--- src/rtl/ahb_bus_arbiter.sv ---
// Round-robin AHB arbiter: one-hot grant, address-phase owner ID and lock flag,
// with a per-tenure beat budget that preempts unlocked owners.
module ahb_bus_arbiter #(
  parameter int NUM_MASTERS    = 4,
  parameter int MAX_HOLD       = 16,
  parameter int DEFAULT_MASTER = 0
) (
  input  logic                   hclk,
  input  logic                   hreset,
  input  logic [NUM_MASTERS-1:0] hbusreq,
  input  logic [NUM_MASTERS-1:0] hlock,
  input  logic [1:0]             htrans,
  input  logic                   hready,
  output logic [NUM_MASTERS-1:0] hgrant,
  output logic [1:0]             hmaster,
  output logic                   hmastlock,
  output logic [1:0]             dbg_state_o,
  output logic [7:0]             dbg_hold_cnt_o
);

  typedef enum logic [1:0] {
    PARK   = 2'd0,
    OWNED  = 2'd1,
    LOCKED = 2'd2
  } state_e;

  localparam logic [1:0] DEF_ID     = 2'(DEFAULT_MASTER);
  localparam logic [7:0] MAX_HOLD_C = 8'(MAX_HOLD);

  state_e                   state_q, state_d;
  logic [1:0]               gnt_id_q, gnt_d;
  logic [7:0]               hold_cnt_q, hold_cnt_d;
  logic [1:0]               hmaster_q;
  logic                     hmastlock_q;
  logic [NUM_MASTERS-1:0]   hgrant_q;

  logic [3:0] req_ext, lock_ext;
  logic [1:0] winner, idx;
  logic       found, others_req, preempt_due, boundary;

  // Round-robin search starting after the current owner; the owner is checked last.
  always_comb begin
    req_ext  = '0;
    lock_ext = '0;
    req_ext[NUM_MASTERS-1:0]  = hbusreq;
    lock_ext[NUM_MASTERS-1:0] = hlock;
    found  = 1'b0;
    winner = DEF_ID;
    idx    = '0;
    for (int k = 1; k <= NUM_MASTERS; k++) begin
      idx = 2'((int'(gnt_id_q) + k) % NUM_MASTERS);
      if (!found && req_ext[idx]) begin
        found  = 1'b1;
        winner = idx;
      end
    end
    others_req  = |(req_ext & ~(4'b0001 << gnt_id_q));
    preempt_due = (hold_cnt_q >= MAX_HOLD_C) && others_req && (state_q != LOCKED);
    boundary    = (htrans == 2'b00) || !req_ext[gnt_id_q] || preempt_due;
  end

  // A lock request takes priority over any arbitration due in the same cycle.
  always_comb begin
    gnt_d   = gnt_id_q;
    state_d = state_q;
    case (state_q)
      LOCKED: begin
        if (!lock_ext[gnt_id_q]) state_d = OWNED;
      end
      OWNED: begin
        if (lock_ext[gnt_id_q]) begin
          state_d = LOCKED;
        end else if (boundary) begin
          gnt_d   = found ? winner : DEF_ID;
          state_d = found ? OWNED : PARK;
        end
      end
      default: begin
        if (boundary) begin
          gnt_d   = found ? winner : DEF_ID;
          state_d = found ? OWNED : PARK;
        end
      end
    endcase
    if (gnt_d != gnt_id_q) begin
      hold_cnt_d = '0;
    end else if (htrans[1] && (hold_cnt_q < MAX_HOLD_C)) begin
      hold_cnt_d = hold_cnt_q + 8'd1;
    end else begin
      hold_cnt_d = hold_cnt_q;
    end
  end

  // Every piece of state advances only on hready=1; wait states freeze the arbiter.
  always_ff @(posedge hclk) begin
    if (hreset) begin
      state_q     <= PARK;
      gnt_id_q    <= DEF_ID;
      hold_cnt_q  <= '0;
      hmaster_q   <= DEF_ID;
      hmastlock_q <= 1'b0;
      hgrant_q    <= NUM_MASTERS'(1) << DEF_ID;
    end else if (hready) begin
      state_q     <= state_d;
      gnt_id_q    <= gnt_d;
      hold_cnt_q  <= hold_cnt_d;
      hmaster_q   <= gnt_id_q;
      hmastlock_q <= (state_q == LOCKED);
      hgrant_q    <= NUM_MASTERS'(1) << gnt_d;
    end
  end

  assign hgrant         = hgrant_q;
  assign hmaster        = hmaster_q;
  assign hmastlock      = hmastlock_q;
  assign dbg_state_o    = state_q;
  assign dbg_hold_cnt_o = hold_cnt_q;

endmodule

--- config.mk ---
export PLATFORM = sky130hd
export DESIGN_NAME = ahb_bus_arbiter
export DESIGN_NICKNAME = d
export VERILOG_FILES = /design/src/rtl/ahb_bus_arbiter.sv
export SDC_FILE = /design/constraint.sdc
export NUM_CORES = 1
export LEC_CHECK = 0
export BUFFER_PORTS_ARGS = -buffer_cell sky130_fd_sc_hd__buf_2
export CORE_MARGIN = 10
export CORE_UTILIZATION = 59
export CTS_CLUSTER_SIZE = 10
export DETAILED_ROUTE_END_ITERATION = 10
export GPL_TIMING_DRIVEN = 1
export PLACE_DENSITY_LB_ADDON = 0.12
export SETUP_SLACK_MARGIN = 0.1
export SLEW_MARGIN = 0
export SYNTH_ARGS = -nofsm -noshare
export SYNTH_HDL_FRONTEND = slang
export SYNTH_SLANG_ARGS = --single-unit
export TNS_END_PERCENT = 30
--- constraint.sdc ---
create_clock -name hclk -period 6.1 [get_ports hclk]
set_input_delay 0.61 -clock hclk [delete_from_list [all_inputs] [get_ports hclk]]
set_output_delay 0.61 -clock hclk [all_outputs]
set_load 0.02 [all_outputs]
== Word-level counts from Yosys, hierarchy flattened ==
Index checks and enable logic that the tools add are counted.

* Flip-flop bits (word level): 19
* Word-level logic and storage cells: 75
* Input port bits: 13
* Output and inout port bits: 17

* $lt $le $gt $ge: 7
* Eq/ne operators: 5
* Bitwise gates (word level): 2
* Shift operators: 2
* Add/sub/neg operators: 5
* Multiplexer cells: 31
* Reduce and logical (&&, ||, !) cells: 17

{| class="wikitable"
|+ Operator list
! cell !! count
|-
| $mux W2 || 10
|-
| $mux W8 || 2
|-
| $lt A2 B3 Y1 const B || 5
|-
| $bmux W1 S2 || 6
|-
| $mux W1 || 11
|-
| $add A8 B1 Y8 const B || 1
|-
| $ge A8 B5 Y1 const B || 1
|-
| $lt A8 B5 Y1 const B || 1
|-
| $pmux W2 S2 || 2
|-
| $shl A1 B2 Y4 const A || 2
|-
| $logic_and A1 B1 Y1 || 6
|-
| $add A2 B1 Y2 const B || 2
|-
| $add A2 B2 Y2 const B || 2
|-
| $and A4 B4 Y4 || 1
|-
| $logic_not A1 Y1 || 4
|-
| $ne A2 B2 Y1 const B || 2
|-
| $not A4 Y4 || 1
|-
| $reduce_and A2 Y1 || 2
|-
| $reduce_or A4 Y1 || 1
|-
| $eq A2 B1 Y1 const B || 1
|-
| $eq A2 B2 Y1 const B || 1
|-
| $logic_not A2 Y1 || 1
|-
| $logic_or A1 B1 Y1 || 2
|-
| $ne A2 B2 Y1 || 1
|-
| $reduce_bool A2 Y1 || 1
|}

== Depth between registers and ports, before layout ==
Gate-level depths: netlist of the first run.

* Word-level depth: 20
* Mapped depth: 11
* Depth with buffers taken out: 9

== Worst setup path after synthesis of the first run ==
OpenSTA, ideal clock, no wires.

* Path kind: register -> register
* Start: register gnt_id_q[0]
* End: register hold_cnt_q[5], in the netlist dbg_hold_cnt_o[5]
* Period minus slack after synthesis: 2.524 ns
* Setup time: 0.080 ns
* Cell stages (with the launch flop): 11
* Buffers on the path: 2
* Data required time: 6.020 ns
* Data arrival time: 2.444 ns
* Setup slack: 3.576 ns
* Cell sequence: dfxtp_1 -> buf_6 -> inv_1 -> ha_1 -> buf_2 -> a221oi_1 -> a311oi_1 -> o32a_1 -> mux2i_2 -> a31oi_1 -> nor3b_1

* Cells in the longest elaborated chain, start to end: 20
* Elaborated cells on any way between the ends: 47
* Classes of those cells: 4 x add/sub; 1 x eq/ne; 1 x shift; 25 x mux; 2 x bitwise; 14 x reduce/logical

{| class="wikitable"
|+ Ends and longest elaborated chain
! element !! RTL line !! text
|-
| from (decl) || 31 || <nowiki>logic [1:0] gnt_id_q, gnt_d;</nowiki>
|-
| from (signal assigned) || 105 || <nowiki>gnt_id_q <= gnt_d;</nowiki>
|-
| $add A2 B1 Y2 || 51 || <nowiki>idx = 2'((int'(gnt_id_q) + k) % NUM_MASTERS);</nowiki>
|-
| $bmux W1 S2 || 52 || <nowiki>if (!found && req_ext[idx]) begin</nowiki>
|-
| $mux W1 (not written as such) || 52 ||
|-
| $mux W1 || 52 ||
|-
| $logic_not A1 Y1 || 52 ||
|-
| $logic_and A1 B1 Y1 || 52 ||
|-
| $mux W1 || 52 ||
|-
| $logic_not A1 Y1 || 52 ||
|-
| [... 4 more ...] || -- ||
|-
| $mux W2 or $mux W1 (tied branches) || 52 ||
|-
| $mux W2 || 74, 80 ||
|-
| $mux W2 || 73, 79 ||
|-
| $mux W2 || 71 || <nowiki>if (lock_ext[gnt_id_q]) begin</nowiki>
|-
| $pmux W2 S2 || 66 || <nowiki>case (state_q)</nowiki>
|-
| $ne A2 B2 Y1 * || 85 || <nowiki>if (gnt_d != gnt_id_q) begin</nowiki>
|-
| $reduce_bool A2 Y1 (no line) || -- ||
|-
| $reduce_and A2 Y1 (no line) || -- ||
|-
| to (signal assigned) || 106 || <nowiki>hold_cnt_q <= hold_cnt_d;</nowiki>
|-
| to (decl) || 32 || <nowiki>logic [7:0] hold_cnt_q, hold_cnt_d;</nowiki>
|}

Every way passes the cells marked *; elsewhere a longest branch is shown, timed or not. The select of a mux whose other input is x is not followed.
A chain may end at the register's enable or synchronous reset.

== Worst setup path after layout of the first run ==
* Start: register gnt_id_q[0]
* End: register hold_cnt_q[6], in the netlist dbg_hold_cnt_o[6]

Same word-level chain as after synthesis.

==> results.ini, run 1 <==
[global_route]
global_route.overflow_total = 0
gr-usage-all-layers = 0.149
grt_pass1_wl_um = 6510
grt_antenna_before_repair = 0
first_global_vias = 1510
grt_max_degree = 21

[sta]
final.period_utilization = 0.572
final_count_of_hold_timing_violations = 0
hold-worst-slack_ns = 0.463
setup_total_negative_slack_ns = 0
period_minus_slack_ns = 3.49
fmax_mhz = 287
timing_worst_slew_pin_value_ns = 0.715
setup_viol = 0
worst_rel_slew_slack = 0.523
final_max_slew_viol_count = 0
grt_setup_unrepaired = no
finClkSkew_ns = 0.00685

[cts]
post_cts_resized = 0
cts_num_sinks = 19
clock_tree.buffer_depth = 2
numCtsBuffers = 3
clk-insertion-delay-late_ns = 0.30
root_buffer = clkbuf_4
clock_tree.htree_level_count = 1
cts_setup_buffers = 0
tritoncts = yes
holdBufCountCts = 0
clkTransAtPathRegs_ns = 0.11

[setup_path]
critPathMaxFanout = 20
setup.worst_path.start = gnt_id_q[0]$_SDFFE_PP0P_
timing.rr.start = gnt_id_q[0]$_SDFFE_PP0P_
endpoint_kind = flop
crit_path_start_kind = flop
crit_path_arrival_time_ns = 3.71
path_cells = inv_1, ha_1, mux2i_1, nand2_1, nor3_1, o32a_1, mux2i_2, a31oi_1, nor3b_1
critPathRequiredTime_ns = 6.32
slowest_stage = dfxtp_1
cp_slowest_stage_delay_ns = 0.80
crit_type = reg -> reg

[run_status]
status = finished, final reports clean

[logic_synthesis]
synthAdderAreaFrac = 0.0676
synth_async_sr_flop_share = 0
synth_enable_flop_cells = 0
mappedNetlistArea_mm2 = 0.00148
netlist_instances = 187
synth-warning-count = 0
post_synth_and_or_nand_nor_area_fraction = 0.209
combinational_family_with_the_most_area_after_synthesis = compound AO/OA/AOI/OAI gates
synth.ff_latch_count = 19
dominantRegCellSynth = dfxtp_1
yosysUniqueCellTypes = 47
synth.mux.area_fraction = 0.122
synth-seq-area-share = 0.257
post_synth_xor_area_fraction = 0
synth_nets = 208
compound_cell_area_share_of_the_yosys_netlist = 0.272
synthesis.area_per_instance_um2 = 7.92

[finish]
layout-drive-gt1-share = 0.205
insertedDiodeCount = 0
layout-area-overhead-vs-synth_pct = 9.29
final_net_count = 227
final_util = 0.666
post-route-cell-area_mm2 = 0.00162
fillCellCount = 212

[routing]
drt-initial-drc-count = 139
drt_pass1_iterations = 4
detail_route.drc_violations = 0
drt.antenna.violating_nets = 0
detail_route.vias_per_cell = 6.23
via_count = 1463
wire_per_inst_um = 16.1
detail_route.wirelength_um = 3780

[flow_run]
maxCapViolations = 0

[power]
power_per_cell_area_mw_per_mm2 = 214
vdd_drop_max_uv = 194
p_leak_nw = 0.664

[hold_path]
worst_hold_path_type = reg -> reg
hp-start = hgrant[1]$_SDFFE_PP0P_

[die]
vert_die_dim_um = 70.1
num_io_pins = 30
core_area_mm2 = 0.00243
start_util = 0.609
chipWidth_um = 70.1
fp.dieArea_mm2 = 0.00492
rows = 18

[placed_design]
dpl_cell_area_mm2 = 0.00159
gp_routability_congestion = 0.884
post-dp-hpwl_um = 2880
numPortBuffers = 29

==> worst paths after layout <==
check	cells past startpoint	to	slack, ns
max	9	dbg_hold_cnt_o[6]$_SDFFE_PP0P_	2.61
min	2	hgrant[1]$_SDFFE_PP0P_	0.46
max reg2reg	9	dbg_hold_cnt_o[6]$_SDFFE_PP0P_	2.61
min reg2reg	2	hgrant[1]$_SDFFE_PP0P_	0.46
==> metal layers <==
layer / vias to the layer above / GRT usage / part of all wire / wire, um
met2: 35 / 0.262 / 0.48 / 1800
met5: - / 0 / 0 / 0
met3: 7 / 0.0494 / 0.068 / 258
li1: 728 / - / - / -
met4: 0 / 0.0307 / 0.0079 / 30
met1: 693 / 0.168 / 0.45 / 1680
==> power breakdown <==
group	switching (mW)	internal, mW
logic	0.0845	0.0545
registers	0.0117	0.131
clock network	0.0398	0.0244
total	0.136	0.210
==> critical path, delay by kind of cell (launching register included) <==
kind | cells | cell delay [ns]
and+or+nand+nor | 3 | 0.48
muxes | 2 | 0.74
DFF | 1 | 0.80
AOI/OAI and AO/OA | 2 | 0.49
adders and majority gates | 1 | 0.56
buffers and inverters | 1 | 0.34
==> synthesized netlist by cell type (2+ instances only) <==
| cell | count | area share |
|---|---|---|
| a211oi_1 | 3 | 0.015 |
| and3_1 | 3 | 0.013 |
| ha_1 | 8 | 0.068 |
| clkbuf_1 | 6 | 0.015 |
| buf_2 | 7 | 0.024 |
| nor3b_1 | 3 | 0.015 |
| nand2_1 | 20 | 0.051 |
| nor2_1 | 12 | 0.030 |
| nor4_1 | 2 | 0.0084 |
| nand3_1 | 5 | 0.017 |
| nor3_1 | 8 | 0.027 |
| o211ai_1 | 6 | 0.030 |
| inv_1 | 7 | 0.018 |
| mux2_1 | 2 | 0.015 |
| a21o_1 | 4 | 0.020 |
| nand4_1 | 4 | 0.017 |
| o21ai_0 | 6 | 0.020 |
| mux2i_1 | 10 | 0.068 |
| dfxtp_1 | 19 | 0.26 |
| o41ai_1 | 2 | 0.012 |
| a21oi_1 | 15 | 0.051 |
| a31oi_1 | 5 | 0.021 |
| nor2b_1 | 3 | 0.013 |
| mux2_2 | 2 | 0.015 |
| a311oi_1 | 3 | 0.018 |
==> layout make-up <==
cell class                 count  area (um^2)  area share
inverter                       9         33.8      0.0209
clock buffer                   3         22.5      0.0139
tap                           30         37.5      0.0232
multi-input combinational    144          995       0.614
sequential                    19          380       0.235
timing repair buffer          29          145      0.0896
clock inverter                 1         5.00     0.00309
==> kinds of logic after synthesis <==
group | Yosys count
flops | 19
simple gates | 64
buf+inv | 24
compound gates | 56
mux | 16
fa+ha+maj | 8
==> stage by stage <==
step                setup slack [ns]  total power, mW  cells
CTS                             2.65            0.347    235
global placement                2.95            0.278    231
detailed placement              2.69            0.282    231
floorplan                       3.58            0.253    187
finish                          2.61            0.346    235
global route                    2.36            0.368    235
==> layout by cell type (no fill, tap or decap), types with 4 or more instances in the layout <==
cell,n
a21o_1,4
a21oi_1,15
a31oi_1,5
buf_2,29
dfxtp_1,19
ha_1,8
inv_1,7
mux2i_1,10
nand2_1,20
nand3_1,5
nand4_1,4
nor2_1,12
nor3_1,8
o211ai_1,6
o21ai_0,6
==> registers in the layout (all words and copies together) (netlist names) <==
name / cells
hmastlock: 1
dbg_state_o: 2
hmaster: 2
dbg_hold_cnt_o: 8
gnt_id_q: 2
hgrant: 4
(Power assumes the default switching activity.)
==> run 2: changes to the inputs <==
Settings changed: ABC_AREA set to 1, CORE_UTILIZATION 59 to 54.
Clock period 6.1 ns to 3.6 ns, I/O delays scaled along.
==> run 2 against run 1 <==
Final cell count is 23% higher; synthesized cell count is 23% higher; highest routed layer unchanged; synthesized area is 0.42% lower; largest cell class unchanged; first-iteration DRC count is 45% lower; total power is 150% higher.
==> results.ini, run 2 <==
[run_status]
status = finished, final reports clean  ; unchanged

[cts]
holdBufCountCts = 0  ; unchanged
clock_tree.htree_level_count = 1  ; unchanged
post_cts_resized = 0  ; unchanged
tritoncts = yes  ; unchanged
clkTransAtPathRegs_ns = 0.11  ; about the same
numCtsBuffers = 3  ; unchanged
clk-insertion-delay-late_ns = 0.30  ; about the same
clock_tree.buffer_depth = 2  ; unchanged
cts_num_sinks = 19  ; unchanged
root_buffer = clkbuf_4  ; unchanged
cts_setup_buffers = 0  ; unchanged

[global_route]
global_route.overflow_total = 0  ; unchanged
grt_pass1_wl_um = 5680  ; was 6510 um
grt_antenna_before_repair = 0  ; unchanged
grt_max_degree = 17  ; was 21
first_global_vias = 1345  ; was 1510
gr-usage-all-layers = 0.131  ; was 0.149

[logic_synthesis]
synthDominantCellAreaShare = 0.258  ; was 0.257
synth.ff_latch_count = 19  ; unchanged
dominantRegCellSynth = dfxtp_1  ; unchanged
synth_area_leader_cell = dfxtp_1  ; unchanged
synth_enable_flop_cells = 0  ; unchanged
yosys-top-cells-area = dfxtp_1 26%, nand2_1 15%, inv_1 7.4%  ; was dfxtp_1 26%, ha_1 6.8%, mux2i_1 6.8%
synth-warning-count = 0  ; unchanged
most_used_standard_cells_in_the_synthesized_netlist = 58 x nand2_1, 29 x inv_1, 24 x nor2_1, 21 x nand3_1  ; was 20 x nand2_1, 19 x dfxtp_1, 15 x a21oi_1, 12 x nor2_1, 10 x mux2i_1
synthesis.area_per_instance_um2 = 6.41  ; was 7.92 um^2
netlist_instances = 230  ; was 187
yosysUniqueCellTypes = 27  ; was 47
synth.most_common_cell = nand2_1  ; unchanged
synth_async_sr_flop_share = 0  ; unchanged
synth-seq-area-share = 0.258  ; was 0.257
mappedNetlistArea_mm2 = 0.00148  ; about the same
synth_nets = 251  ; was 208

[power]
pwr-share-clk = 0.126  ; was 0.186
intPower_mw = 0.440  ; was 0.210 mW
p_leak_nw = 0.898  ; was 0.664 nW
power_frac_seq = 0.309  ; was 0.412
power_frac_comb = 0.564  ; was 0.402
power_per_cell_area_mw_per_mm2 = 514  ; was 214 mW/mm^2
vdd_drop_max_uv = 388  ; was 194 uV
switchingPower_mw = 0.412  ; was 0.136 mW
power_switching_share = 0.483  ; was 0.393

[sta]
period_minus_slack_ns = 2.62  ; was 3.49 ns
setup_total_negative_slack_ns = 0  ; unchanged
worst_rel_slew_slack = 0.740  ; was 0.523
grt_setup_unrepaired = no  ; unchanged
final_max_slew_viol_count = 0  ; unchanged
final.period_utilization = 0.729  ; was 0.572
finClkSkew_ns = 0.00792  ; was 0.00685 ns
final_count_of_hold_timing_violations = 0  ; unchanged
setup_viol = 0  ; unchanged
fmax_mhz = 381  ; was 287 MHz
timing_worst_slew_pin_value_ns = 0.389  ; was 0.715 ns

[setup_path]
crit_type = reg -> reg  ; unchanged
critPathMaxFanout = 15  ; was 20
critPathMostFrequentCell = nand2_1
critical-path-top-delay-family = simple AND/OR/NAND/NOR gates  ; was flip-flops
timing.reg2reg.worst_path_depth = 22  ; was 9
timing.rr.start = gnt_id_q[0]$_SDFFE_PP0P_  ; unchanged
path_cells = buf_4, inv_2, ha_1, inv_1, nand3_1, nand2_1, nor2_2, nand3_1, nand2_1, nand2_1, nand2_1, nand2_1, nand2_1, nand2_2, nand2_1, nand2_2, nand2_4, nand3_4, nand2_4, nand2_1, nand2_1, nor2_2  ; was inv_1, ha_1, mux2i_1, nand2_1, nor3_1, o32a_1, mux2i_2, a31oi_1, nor3b_1
slowest_stage = ha_1  ; was dfxtp_1
cp_slowest_stage_delay_ns = 0.38  ; was 0.80 ns
endpoint_kind = flop  ; unchanged
crit_path_start_kind = flop  ; unchanged
critPathRequiredTime_ns = 3.81  ; was 6.32 ns
worst_path_bufs_invs = 3  ; was 1
ff2ff_setup_slack_ns = 0.98  ; was 2.61 ns
crit_path_arrival_time_ns = 2.84  ; was 3.71 ns
r2r-end = dbg_hold_cnt_o[4]$_SDFFE_PP0P_  ; was dbg_hold_cnt_o[6]$_SDFFE_PP0P_

[finish]
insertedDiodeCount = 0  ; unchanged
stdcell_count = 289  ; was 235
layout.cells.most_common_list = 58 x nand2_1, 29 x inv_1, 29 x buf_2, 24 x nor2_1, 21 x nand3_1  ; was 29 x buf_2, 20 x nand2_1, 19 x dfxtp_1, 15 x a21oi_1, 12 x nor2_1
fillCellCount = 247  ; was 212
layout-drive-gt1-share = 0.247  ; was 0.205
layout-area-overhead-vs-synth_pct = 12.4  ; was 9.29%
final_net_count = 281  ; was 227
mostFrequentLayoutCell = nand2_1  ; was buf_2
flip_flop_count_of_the_largest_register_after_layout = 8  ; unchanged

[die]
num_io_pins = 30  ; unchanged
core_area_mm2 = 0.00254  ; was 0.00243 mm^2
start_util = 0.580  ; was 0.609
chipWidth_um = 72.3  ; was 70.1 um
fp.dieArea_mm2 = 0.00522  ; was 0.00492 mm^2
rows = 18  ; unchanged
vert_die_dim_um = 72.3  ; was 70.1 um

[placed_design]
post-dp-hpwl_um = 2700  ; was 2880 um
gp_routability_congestion = 0.914  ; was 0.884
numPortBuffers = 29  ; unchanged
dp_cells = 285  ; was 231

[routing]
detail_route.drc_violations = 0  ; unchanged
detail_route.vias_per_cell = 5.09  ; was 6.23
drt_pass1_iterations = 4  ; unchanged
drt.antenna.violating_nets = 0  ; unchanged
detail_route.wirelength_um = 3320  ; was 3780 um
wire_per_inst_um = 11.5  ; was 16.1 um
drt-initial-drc-count = 77  ; was 139
via_count = 1470  ; was 1463

[hold_path]
hold-path-cell-count = 2  ; unchanged
min_delay_worst_endpoint = dbg_hold_cnt_o[6]$_SDFFE_PP0P_  ; was hgrant[1]$_SDFFE_PP0P_
hp-start = hreset  ; was hgrant[1]$_SDFFE_PP0P_
worst_hold_path_type = in -> reg  ; was reg -> reg

[flow_run]
maxCapViolations = 0  ; unchanged

run 2: per-stage QoR:
step	total power, mW	hold slack [ns]	instance area, um^2	util	setup WS (ns)
3_5_place_dp	0.748	0.441	1630	0.641	1.02
6_report	0.852	0.348	1660	0.651	0.975
2_1_floorplan	0.656	0.525	1480	-	1.32
3_3_place_gp	0.745	0.445	1630	0.641	1.05
5_1_grt	0.934	0.351	1660	0.651	0.718
4_1_cts	0.858	0.345	1660	0.651	0.989
run 2: cells by family (layout without fill, tap and decap cells):
| group | count (synthesis) | after routing | synth area share |
|---|---|---|---|
| and+or+nand+nor | 134 | 134 | 0.447 |
| buffers and inverters | 39 | 68 | 0.112 |
| DFF | 19 | 19 | 0.258 |
| AOI/OAI and AO/OA | 27 | 27 | 0.0975 |
| xor gates and xnor gates | 3 | 3 | 0.0178 |
| adders and majority gates | 8 | 8 | 0.0679 |
run 2: worst max-delay path by stage:
stage,from,endpoint,slack (ns),cells after the start
after global placement,gnt_id_q[0]$_SDFFE_PP0P_,dbg_hold_cnt_o[4]$_SDFFE_PP0P_,1.05,22
after CTS,gnt_id_q[0]$_SDFFE_PP0P_,dbg_hold_cnt_o[4]$_SDFFE_PP0P_,0.99,22
after global routing,gnt_id_q[0]$_SDFFE_PP0P_,dbg_hold_cnt_o[4]$_SDFFE_PP0P_,0.72,22
after detailed placement,gnt_id_q[0]$_SDFFE_PP0P_,dbg_hold_cnt_o[4]$_SDFFE_PP0P_,1.02,22
final,gnt_id_q[0]$_SDFFE_PP0P_,dbg_hold_cnt_o[4]$_SDFFE_PP0P_,0.98,22
after floorplan,gnt_id_q[0]$_SDFFE_PP0P_,dbg_hold_cnt_o[4]$_SDFFE_PP0P_,1.32,22
run 2: routing by layer:
metal	vias to the layer above	routed length, um	track usage
met3	5	231	0.0517
met1	652	1620	0.163
met2	28	1420	0.193
met5	-	0	0
li1	785	-	-
met4	0	53	0.0581
run 2: power groups by stage:
stage          clock (mW)  sequential [mW]  combinational, mW
2_1_floorplan           0            0.293              0.363
3_3_place_gp            0            0.268              0.477
3_5_place_dp            0            0.268              0.480
4_1_cts             0.112            0.263              0.483
5_1_grt             0.120            0.267              0.546
6_report            0.108            0.264              0.481
run 2: layout make-up:
class                           count  area, um^2  share of cell area
Timing Repair Buffer               30         153              0.0921
Inverter                           34         130              0.0785
Tap cell                           30        37.5              0.0226
Clock buffer                        3        22.5              0.0136
Clock inverter                      1        5.00             0.00302
Multi-Input combinational cell    172         930               0.561
Sequential cell                    19         380               0.229
==> run 3: changes to the inputs <==
Settings changed: ABC_AREA 1 to 0, CORE_UTILIZATION 54 to 49.
Clock period 3.6 ns to 2.4 ns, I/O delays scaled along.
==> run 3 against run 2 <==
Final cell count down 13%; register-to-register slack worse by 0.97 ns; sequential power up 31%; critical endpoint is now dbg_hold_cnt_o[2]$_SDFFE_PP0P_; largest power group unchanged.
==> results.ini, run 3 (same netlist as run 1, synthesis figures left out) <==
[routing]
wire_per_inst_um = 16.8  ; was 11.5 um
drt.antenna.violating_nets = 0  ; unchanged
drt-initial-drc-count = 132  ; was 77
via_count = 1564  ; was 1470
detail_route.wirelength_um = 4220  ; was 3320 um
detail_route.vias_per_cell = 6.23  ; was 5.09
drt_pass1_iterations = 4  ; unchanged
detail_route.drc_violations = 0  ; unchanged

[finish]
flip_flop_count_of_the_largest_register_after_layout = 8  ; unchanged
fillCellCount = 258  ; was 247
stdcell_count = 251  ; was 289
final_net_count = 242  ; was 281
layout-drive-gt1-share = 0.327  ; was 0.247
insertedDiodeCount = 0  ; unchanged
mostFrequentLayoutCell = buf_2  ; was nand2_1
layout-area-overhead-vs-synth_pct = 23.3  ; was 12.4%
layout.cells.most_common_list = 29 x buf_2, 20 x nand2_1, 17 x dfxtp_1, 15 x a21oi_1, 14 x buf_4  ; was 58 x nand2_1, 29 x inv_1, 29 x buf_2, 24 x nor2_1, 21 x nand3_1

[die]
vert_die_dim_um = 75.0  ; was 72.3 um
core_area_mm2 = 0.00283  ; was 0.00254 mm^2
rows = 19  ; was 18
start_util = 0.524  ; was 0.580
num_io_pins = 30  ; unchanged
chipWidth_um = 75.0  ; was 72.3 um
fp.dieArea_mm2 = 0.00562  ; was 0.00522 mm^2

[power]
power_frac_seq = 0.357  ; was 0.309
pwr-share-clk = 0.165  ; was 0.126
vdd_drop_max_uv = 450  ; was 388 uV
intPower_mw = 0.596  ; was 0.440 mW
power_frac_comb = 0.478  ; was 0.564
fin_total_pwr_mw = 0.974  ; was 0.852 mW
power_switching_share = 0.388  ; was 0.483
power_per_cell_area_mw_per_mm2 = 533  ; was 514 mW/mm^2
p_leak_nw = 0.748  ; was 0.898 nW
switchingPower_mw = 0.378  ; was 0.412 mW

[global_route]
grt_antenna_before_repair = 0  ; unchanged
gr-usage-all-layers = 0.155  ; was 0.131
first_global_vias = 1557  ; was 1345
grt_pass1_wl_um = 7040  ; was 5680 um
global_route.overflow_total = 0  ; unchanged
grt_max_degree = 20  ; was 17

[setup_path]
crit_path_start_kind = flop  ; unchanged
crit_type = reg -> reg  ; unchanged
endpoint_kind = flop  ; unchanged
critPathMaxFanout = 7  ; was 15
crit_path_arrival_time_ns = 2.62  ; was 2.84 ns
critPathRequiredTime_ns = 2.62  ; was 3.81 ns

[placed_design]
dp_cells = 241  ; was 285
detailedPlace.worstSlack_ns = -0.0926  ; was 1.02 ns
numPortBuffers = 29  ; unchanged
post-dp-hpwl_um = 3130  ; was 2700 um
gp_routability_congestion = 0.894  ; was 0.914

[sta]
setup_viol = 0  ; unchanged
grt_setup_unrepaired = yes  ; was no
worst_rel_slew_slack = 0.605  ; was 0.740
final.period_utilization = 1.00  ; was 0.729
period_minus_slack_ns = 2.40  ; was 2.62 ns
final_count_of_hold_timing_violations = 0  ; unchanged
fmax_mhz = 417  ; was 381 MHz
finClkSkew_ns = 0.00268  ; was 0.00792 ns
timing_worst_slew_pin_value_ns = 0.585  ; was 0.389 ns
setup_ws_ns = 0.00101  ; was 0.975 ns
final_max_slew_viol_count = 0  ; unchanged

[flow_run]
maxCapViolations = 0  ; unchanged

[cts]
clkTransAtPathRegs_ns = 0.11  ; about the same
clock_tree.htree_level_count = 1  ; unchanged
numCtsBuffers = 3  ; unchanged
clk-insertion-delay-late_ns = 0.30  ; about the same
cts_num_sinks = 19  ; unchanged
root_buffer = clkbuf_4  ; unchanged
holdBufCountCts = 0  ; unchanged
tritoncts = yes  ; unchanged
clock_tree.buffer_depth = 2  ; unchanged

[run_status]
status = finished, final reports clean  ; unchanged

[hold_path]
worst_hold_path_type = in -> reg  ; unchanged

-- run 3: cell count changes in the layout (fill, tap and decap cells not counted), sizes merged, moves of 6 or more --
cell / previous run / this run
nand2: 76 / 20
inv: 33 / 7
nand3: 24 / 5
nor2: 28 / 12
buf: 30 / 44
mux2i: 0 / 11
nor3: 1 / 8
o211ai: 0 / 6
-- run 3: worst paths after layout --
check	startpoint	endpoint	slack, ns	cells past startpoint
max	gnt_id_q[0]$_SDFFE_PP0P_	dbg_hold_cnt_o[2]$_SDFFE_PP0P_	0.001	10
min	hready	gnt_id_q[1]$_SDFFE_PP0P_	0.31	3
max reg2reg	gnt_id_q[0]$_SDFFE_PP0P_	dbg_hold_cnt_o[2]$_SDFFE_PP0P_	0.001	10
min reg2reg	hgrant[1]$_SDFFE_PP0P_	hgrant[1]$_SDFFE_PP0P_	0.46	2
-- run 3: area by class of cell --
type,count,area (um^2),area share
clock buffer,3,22.5,0.0123
inverter,9,37.5,0.0205
multi-input combinational,144,1080,0.590
sequential,19,383,0.210
clock inverter,1,5.00,0.00274
timing repair buffer,44,262,0.143
tap,31,38.8,0.0212
-- run 3: stage by stage --
step	util	TNS, ns	cell area [um^2]	hold WS [ns]
after floorplan	-	-0.0543	1530	0.530
after global placement	0.601	0	1700	0.444
after detailed placement	0.601	-0.188	1700	0.446
after CTS	0.636	0	1800	0.303
after global routing	0.646	-0.938	1830	0.336
final	0.646	0	1830	0.311
-- run 3: critical path, stage by stage (launching register included) --
cell        delay (ns)
dfxtp_2           0.37
clkinvlp_4        0.12
ha_4              0.34
mux2i_2           0.25
nand2_1           0.09
nor3_2            0.12
o32a_1            0.26
mux2i_4           0.39
buf_6             0.15
nand3_2           0.05
a31oi_1           0.18
-- run 3: power groups by stage --
stage / Sequential (mW) / Combinational, mW / Clock [mW]
after floorplan: 0.371 / 0.296 / 0
after global placement: 0.353 / 0.405 / 0
after detailed placement: 0.354 / 0.412 / 0
after CTS: 0.348 / 0.454 / 0.165
after global routing: 0.350 / 0.508 / 0.172
final: 0.347 / 0.466 / 0.161
-- run 3: repair_timing --
| item | in CTS | in global routing |
|---|---|---|
| pin swaps | 3 | 8 |
| endpoints found under the setup margin | 10 | 14 |
| resized for setup | 9 | 3 |
| buffers inserted | 4 | 2 |
-- run 3: routing by layer --
layer	track usage	part of all wire
met5	0	0
met4	0.0630	0.021
met3	0.0302	0.056
met2	0.269	0.48
met1	0.182	0.44
